## config.mk

```make
export PLATFORM = sky130hd
export DESIGN_NAME = m_dram_arbiter
export DESIGN_NICKNAME = d
export VERILOG_FILES = /design/src/rtl/m_dram_arbiter.sv
export SDC_FILE = /design/constraint.sdc
export NUM_CORES = 1
export LEC_CHECK = 0
export BUFFER_PORTS_ARGS = -buffer_cell sky130_fd_sc_hd__buf_2
export CAP_MARGIN = 20
export CORE_AREA = 4 4 127 129
export DETAILED_ROUTE_END_ITERATION = 12
export DIE_AREA = 0 0 131 133
export PLACE_DENSITY = 0.88
export SLEW_MARGIN = 40
export SYNTH_ARGS = -nofsm -noshare
export SYNTH_HDL_FRONTEND = slang
export SYNTH_SLANG_ARGS = --single-unit
```

## constraint.sdc

```tcl
create_clock -name CLK -period 10 [get_ports CLK]
set_clock_uncertainty 0.2 [all_clocks]
set_input_delay 2 -clock CLK [delete_from_list [all_inputs] [get_ports CLK]]
set_output_delay 2 -clock CLK [all_outputs]
set_load 0.05 [all_outputs]
```

## src/rtl/m_dram_arbiter.sv

```systemverilog
// m_dram_arbiter
// Round-robin arbiter that merges the DRAM request ports of NHARTS cores onto
// a single DRAM controller port. Each hart's one-cycle load/store pulse is
// latched, one hart at a time is granted, its fields are forwarded to the
// controller, and read data is broadcast back to all harts.
//
// Ports
//   CLK, RST                 clock, synchronous active-high reset
//   w_h_addr/wdata/ctrl      per-hart request fields (hart i in slice i)
//   w_h_we, w_h_le           per-hart one-cycle write/load pulses
//   w_h_lock                 per-hart hold-grant request (ARB_LOCK_EN only)
//   w_h_busy                 per-hart busy (pulse | pending)
//   w_h_odata                last completed read data
//   w_grant                  index of the granted hart, zero-extended
//   w_m_addr/wdata/ctrl      fields to the DRAM controller
//   w_m_we, w_m_le           one-cycle pulses to the DRAM controller
//   w_m_busy, w_m_odata      controller busy and read data
//
// Build option
//   ARB_LOCK_EN  when defined, a hart holding w_h_lock in DONE keeps the
//                grant; other harts wait until it releases the lock.
//
// FSM states
//   state | meaning
//   IDLE  | pick next pending hart (round-robin after last)
//   ISSUE | one-cycle we/le pulse to the controller
//   WAIT  | wait for controller busy to rise and fall; capture read data
//   DONE  | clear the served hart's pending latch

module m_dram_arbiter #(
  parameter int NHARTS = 2
) (
  input  logic                   CLK,
  input  logic                   RST,
  input  logic [32*NHARTS-1:0]   w_h_addr,
  input  logic [32*NHARTS-1:0]   w_h_wdata,
  input  logic [3*NHARTS-1:0]    w_h_ctrl,
  input  logic [NHARTS-1:0]      w_h_we,
  input  logic [NHARTS-1:0]      w_h_le,
  input  logic [NHARTS-1:0]      w_h_lock,
  output logic [NHARTS-1:0]      w_h_busy,
  output logic [31:0]            w_h_odata,
  output logic [31:0]            w_grant,
  output logic [31:0]            w_m_addr,
  output logic [31:0]            w_m_wdata,
  output logic [2:0]             w_m_ctrl,
  output logic                   w_m_we,
  output logic                   w_m_le,
  input  logic                   w_m_busy,
  input  logic [31:0]            w_m_odata
);

  localparam int GW = (NHARTS > 1) ? $clog2(NHARTS) : 1;

  typedef enum logic [1:0] {IDLE, ISSUE, WAIT, DONE} state_t;

  state_t            state;
  logic [NHARTS-1:0] pending;
  logic [NHARTS-1:0] p_we;
  logic [31:0]       p_addr  [NHARTS];
  logic [31:0]       p_wdata [NHARTS];
  logic [2:0]        p_ctrl  [NHARTS];

  logic [GW-1:0]     grant;
  logic [GW-1:0]     last;
  logic              saw_busy;

  logic [NHARTS-1:0] req;
  logic [NHARTS-1:0] clr;
  logic [GW-1:0]     rr_sel;
  logic              rr_found;
  logic [GW-1:0]     cand;
  logic [GW-1:0]     pick;
  logic              pick_valid;

`ifdef ARB_LOCK_EN
  logic              lock_hold;
`else
  logic              unused_lock;
  assign unused_lock = ^w_h_lock;
`endif

  assign req      = w_h_we | w_h_le;
  assign w_h_busy = req | pending;
  assign w_grant  = 32'(grant);

  assign w_m_addr  = p_addr[grant];
  assign w_m_wdata = p_wdata[grant];
  assign w_m_ctrl  = p_ctrl[grant];

  always_comb begin
    clr = '0;
    if (state == DONE) clr[grant] = 1'b1;
  end

  // First pending hart strictly after last, wrapping.
  always_comb begin
    rr_sel   = '0;
    rr_found = 1'b0;
    cand     = '0;
    for (int k = 1; k <= NHARTS; k++) begin
      cand = GW'((int'(last) + k) % NHARTS);
      if (!rr_found && pending[cand]) begin
        rr_sel   = cand;
        rr_found = 1'b1;
      end
    end
  end

  always_comb begin
    pick       = rr_sel;
    pick_valid = rr_found;
`ifdef ARB_LOCK_EN
    if (lock_hold) begin
      pick       = grant;
      pick_valid = pending[grant];
    end
`endif
  end

  // Pending latches. A pulse in the served hart's DONE cycle wins over the
  // clear so a back-to-back request is not lost; otherwise a pulse on an
  // already pending hart is ignored.
  always_ff @(posedge CLK) begin
    if (RST) begin
      pending <= '0;
    end else begin
      for (int i = 0; i < NHARTS; i++) begin
        if (req[i] && (!pending[i] || clr[i])) begin
          pending[i] <= 1'b1;
          p_we[i]    <= w_h_we[i];
          p_addr[i]  <= w_h_addr[32*i +: 32];
          p_wdata[i] <= w_h_wdata[32*i +: 32];
          p_ctrl[i]  <= w_h_ctrl[3*i +: 3];
        end else if (clr[i]) begin
          pending[i] <= 1'b0;
        end
      end
    end
  end

  always_ff @(posedge CLK) begin
    if (RST) begin
      state     <= IDLE;
      grant     <= '0;
      last      <= GW'(NHARTS - 1);
      w_m_we    <= 1'b0;
      w_m_le    <= 1'b0;
      w_h_odata <= '0;
      saw_busy  <= 1'b0;
`ifdef ARB_LOCK_EN
      lock_hold <= 1'b0;
`endif
    end else begin
      w_m_we <= 1'b0;
      w_m_le <= 1'b0;
      case (state)
        IDLE: begin
          if (pick_valid) begin
            grant  <= pick;
            last   <= pick;
            w_m_we <= p_we[pick];
            w_m_le <= ~p_we[pick];
            state  <= ISSUE;
          end
        end
        ISSUE: begin
          saw_busy <= 1'b0;
          state    <= WAIT;
        end
        WAIT: begin
          // Completion is the first idle cycle after the controller has
          // shown busy at least once.
          if (w_m_busy) begin
            saw_busy <= 1'b1;
          end else if (saw_busy) begin
            if (!p_we[grant]) w_h_odata <= w_m_odata;
            state <= DONE;
          end
        end
        DONE: begin
`ifdef ARB_LOCK_EN
          lock_hold <= w_h_lock[grant];
`endif
          state <= IDLE;
        end
        default: state <= IDLE;
      endcase
    end
  end

endmodule
```

==> summary.md <==
| Metric | Value |
|---|---|
| Port bufs | 276 |
| Comb power frac | 21.3% |
| Slew headroom | 55.20% |
| Unrepaired setup endpoints after global routing | no |
| Internal | 1.294 mW |
| Clock transition at path regs | 60 ps |
| Slew Limit Fails | 0 |
| Initial antenna violation count | 1 |
| Crit path DAT | 2650 ps |
| Sw Ratio | 30.83% |
| Final net count | 895 |
| Largest net degree at the start of global routing | 69 |
| Starting Density | 45.98% |
| PwrDens | 210.4 nW/µm² |
| Placement Rows | 45 |
| Vias per cell | 4.761 |
| CP Max Fanout | 2 |
| Vias in the first global route | 4670 |
| Fin. Hold Viols | 0 |
| Syn Std Cell Area | 6912 µm² |
| Final antenna-violating net count | 0 |
| Synth warnings | 0 |
| Max H-tree Level | 4 |
| Tmin final | 4850 ps |
| Die area | 17420 µm² |
| Clk network pwr share | 32.5% |
| Final Setup Violations | 0 |
| WL final | 15520 µm |
| Layout cells sized above 1 | 43.35% |
| IO Count | 310 |
| CTS buffer count | 17 |
| DRC viols | 0 |
| Sw power | 576.8 µW |
| Startpoint Class | input port |
| First DRT Iteration DRCs | 212 |
| Most common cell after layout, fill and taps aside | buf_2 |
| Hold_buf cts | 0 |
| Post-CTS setup buffers | 0 |
| Area added between synthesis and finish | 28.66% |
| Clk root buf | clkbuf_16 |
| Final Cycle Share | 48.50% |
| Measured slew at the worst slew-check pin | 672.1 ps |
| Routed wire per std cell | 16.91 µm |
| DR pass1 iterations | 4 |
| Cts repair resizes | 0 |
| Clk buf depth | 2 |
| Crit end category | output port |
| Non-Filler Instances | 918 |
| Library cells used by synthesis | 29 |
| Worst Hold Class | flop to flop |
| Outcome | finished, final reports clean |
| RePlAce Congestion | 0.7536 |
| Leak | 3.696 nW |
| CTS tree | yes |
| Register share of total power | 46.2% |
| Clock Sink Count | 178 |
| Register area share after synthesis | 71.25% |
| Die Ht | 133 µm |
| DPL Wire Length | 11290 µm |
| Max Clk Rate | 206.2 MHz |
| Crit Path Class | input port to output port |
| Vias | 4371 |
| Placeable Area | 15030 µm² |
| Yosys reg bits | 178 |
| First-pass GRT wire length | 23250 µm |
| Worst skew pair latency | 410 ps |
| Setup TNS | 0 ps |
| Post-Syn Area per Cell | 15.85 µm² |
| Total global routing overflow | 0 |
| Post-Syn Instances | 436 |
| GRT Util Overall | 17.39% |
| Placed cell count | 885 |
| Max-cap violation count | 0 |
| Most frequent cells in the layout | buf_2, edfxtp_1, nand2_1 |
| Die outline width | 131 µm |
| Fillers | 1178 |
| WP data required | 7800 ps |
| VDD IR-drop max | 103.4 µV |
## cell type report
class,count,area [µm²],share of cell area (%)
tap,188,235.2,2.645
sequential,178,4926,55.40
multi-input combinational,233,1737,19.53
timing repair buffer,282,1430,16.08
antenna,1,2.502,0.02814
inverter,4,17.52,0.1970
clock buffer,18,429.2,4.826
clock inverter,14,115.1,1.294
## worst max-delay path, stage by stage
cell and delay (ps):
buf_2 100, or3_1 330, buf_2 220
## synth_stat cells
cell	instances	area, µm²
nand2b_1	2	12.51
o221a_1	1	11.26
a22oi_1	1	7.510
nor4b_1	1	8.760
a21oi_1	2	10.01
nand2_1	73	274.0
nor3b_2	1	12.51
conb_1	1	3.750
mux2_1	67	754.5
clkbuf_1	6	22.52
edfxtp_1	136	4084
mux2_4	1	15.01
buf_12	3	60.06
dfxtp_1	42	840.8
a211oi_1	2	15.01
ha_1	4	50.05
o21ai_1	1	5.000
a32oi_1	1	8.760
inv_2	1	3.750
buf_2	9	45.04
o211ai_1	1	7.510
a21boi_1	2	15.01
or3_1	2	12.51
nor4bb_1	1	10.01
buf_6	1	11.26
inv_1	3	11.26
nor2_1	5	18.77
buf_4	32	240.2
mux2i_1	34	340.3
## worst paths after layout
path                              start                          to  slack, ps  depth (start not counted)
max                           w_h_le[0]                 w_h_busy[0]       5150                          3
min          w_h_odata[19]$_SDFFE_PP0P_  w_h_odata[19]$_SDFFE_PP0P_        260                          2
max reg2reg       state[1]$_SDFFE_PP0P_    p_wdata[1][21]$_DFFE_PP_       7670                          4
min reg2reg  w_h_odata[19]$_SDFFE_PP0P_  w_h_odata[19]$_SDFFE_PP0P_        260                          2
## sequential cells by signal, summed over array words and instances (netlist names), named ones only
signal     flops
pending        2
w_h_odata     32
saw_busy       1
grant          1
last           1
state          2
p_we           2
w_m_le         1
p_ctrl         6
w_m_we         1
p_addr        64
p_wdata       64
## power groups by stage
stage	Combinational (mW)	Sequential, mW	Clock [mW]
3_3_place_gp	0.393	0.879	0
5_1_grt	0.423	0.870	0.650
2_1_floorplan	0.306	0.881	0
3_5_place_dp	0.399	0.882	0
6_report	0.398	0.865	0.608
4_1_cts	0.402	0.866	0.623
## cell families (layout without fill, tap and decap cells)
kind of cell,Yosys count,after routing,synth area share [%]
DFF,178,178,71.25
muxes,102,102,16.06
and+or+nand+nor,85,85,5.051
other,1,32,0.05426
AOI/OAI and AO/OA,11,11,1.158
adders and majority gates,4,4,0.7241
buffers and inverters,55,318,5.702
## routing by layer
| layer | part of all wire (%) | GRT usage (%) | vias to the layer above |
|---|---|---|---|
| met5 | 0 | 0 | - |
| met4 | 1.3 | 5.371 | 0 |
| met3 | 12 | 7.348 | 18 |
| met2 | 51 | 30.19 | 224 |
| met1 | 36 | 19.10 | 2053 |
| li1 | - | - | 2076 |
## metrics by stage
| step | area, µm² | worst slack [ps] | utilization [%] | power (mW) | hold WS, ps |
|---|---|---|---|---|---|
| after global placement | 8324 | 5154 | 55.37 | 1.273 | 238.7 |
| after CTS | 8890 | 5145 | 59.13 | 1.891 | 260.5 |
| final | 8892 | 5150 | 59.15 | 1.871 | 257.7 |
| after floorplan | 7024 | 2027 | - | 1.188 | 255.0 |
| after detailed placement | 8346 | 5145 | 55.51 | 1.281 | 244.7 |
| after global routing | 8892 | 5125 | 59.15 | 1.943 | 278.5 |
Power figures use the tool's default switching activity.
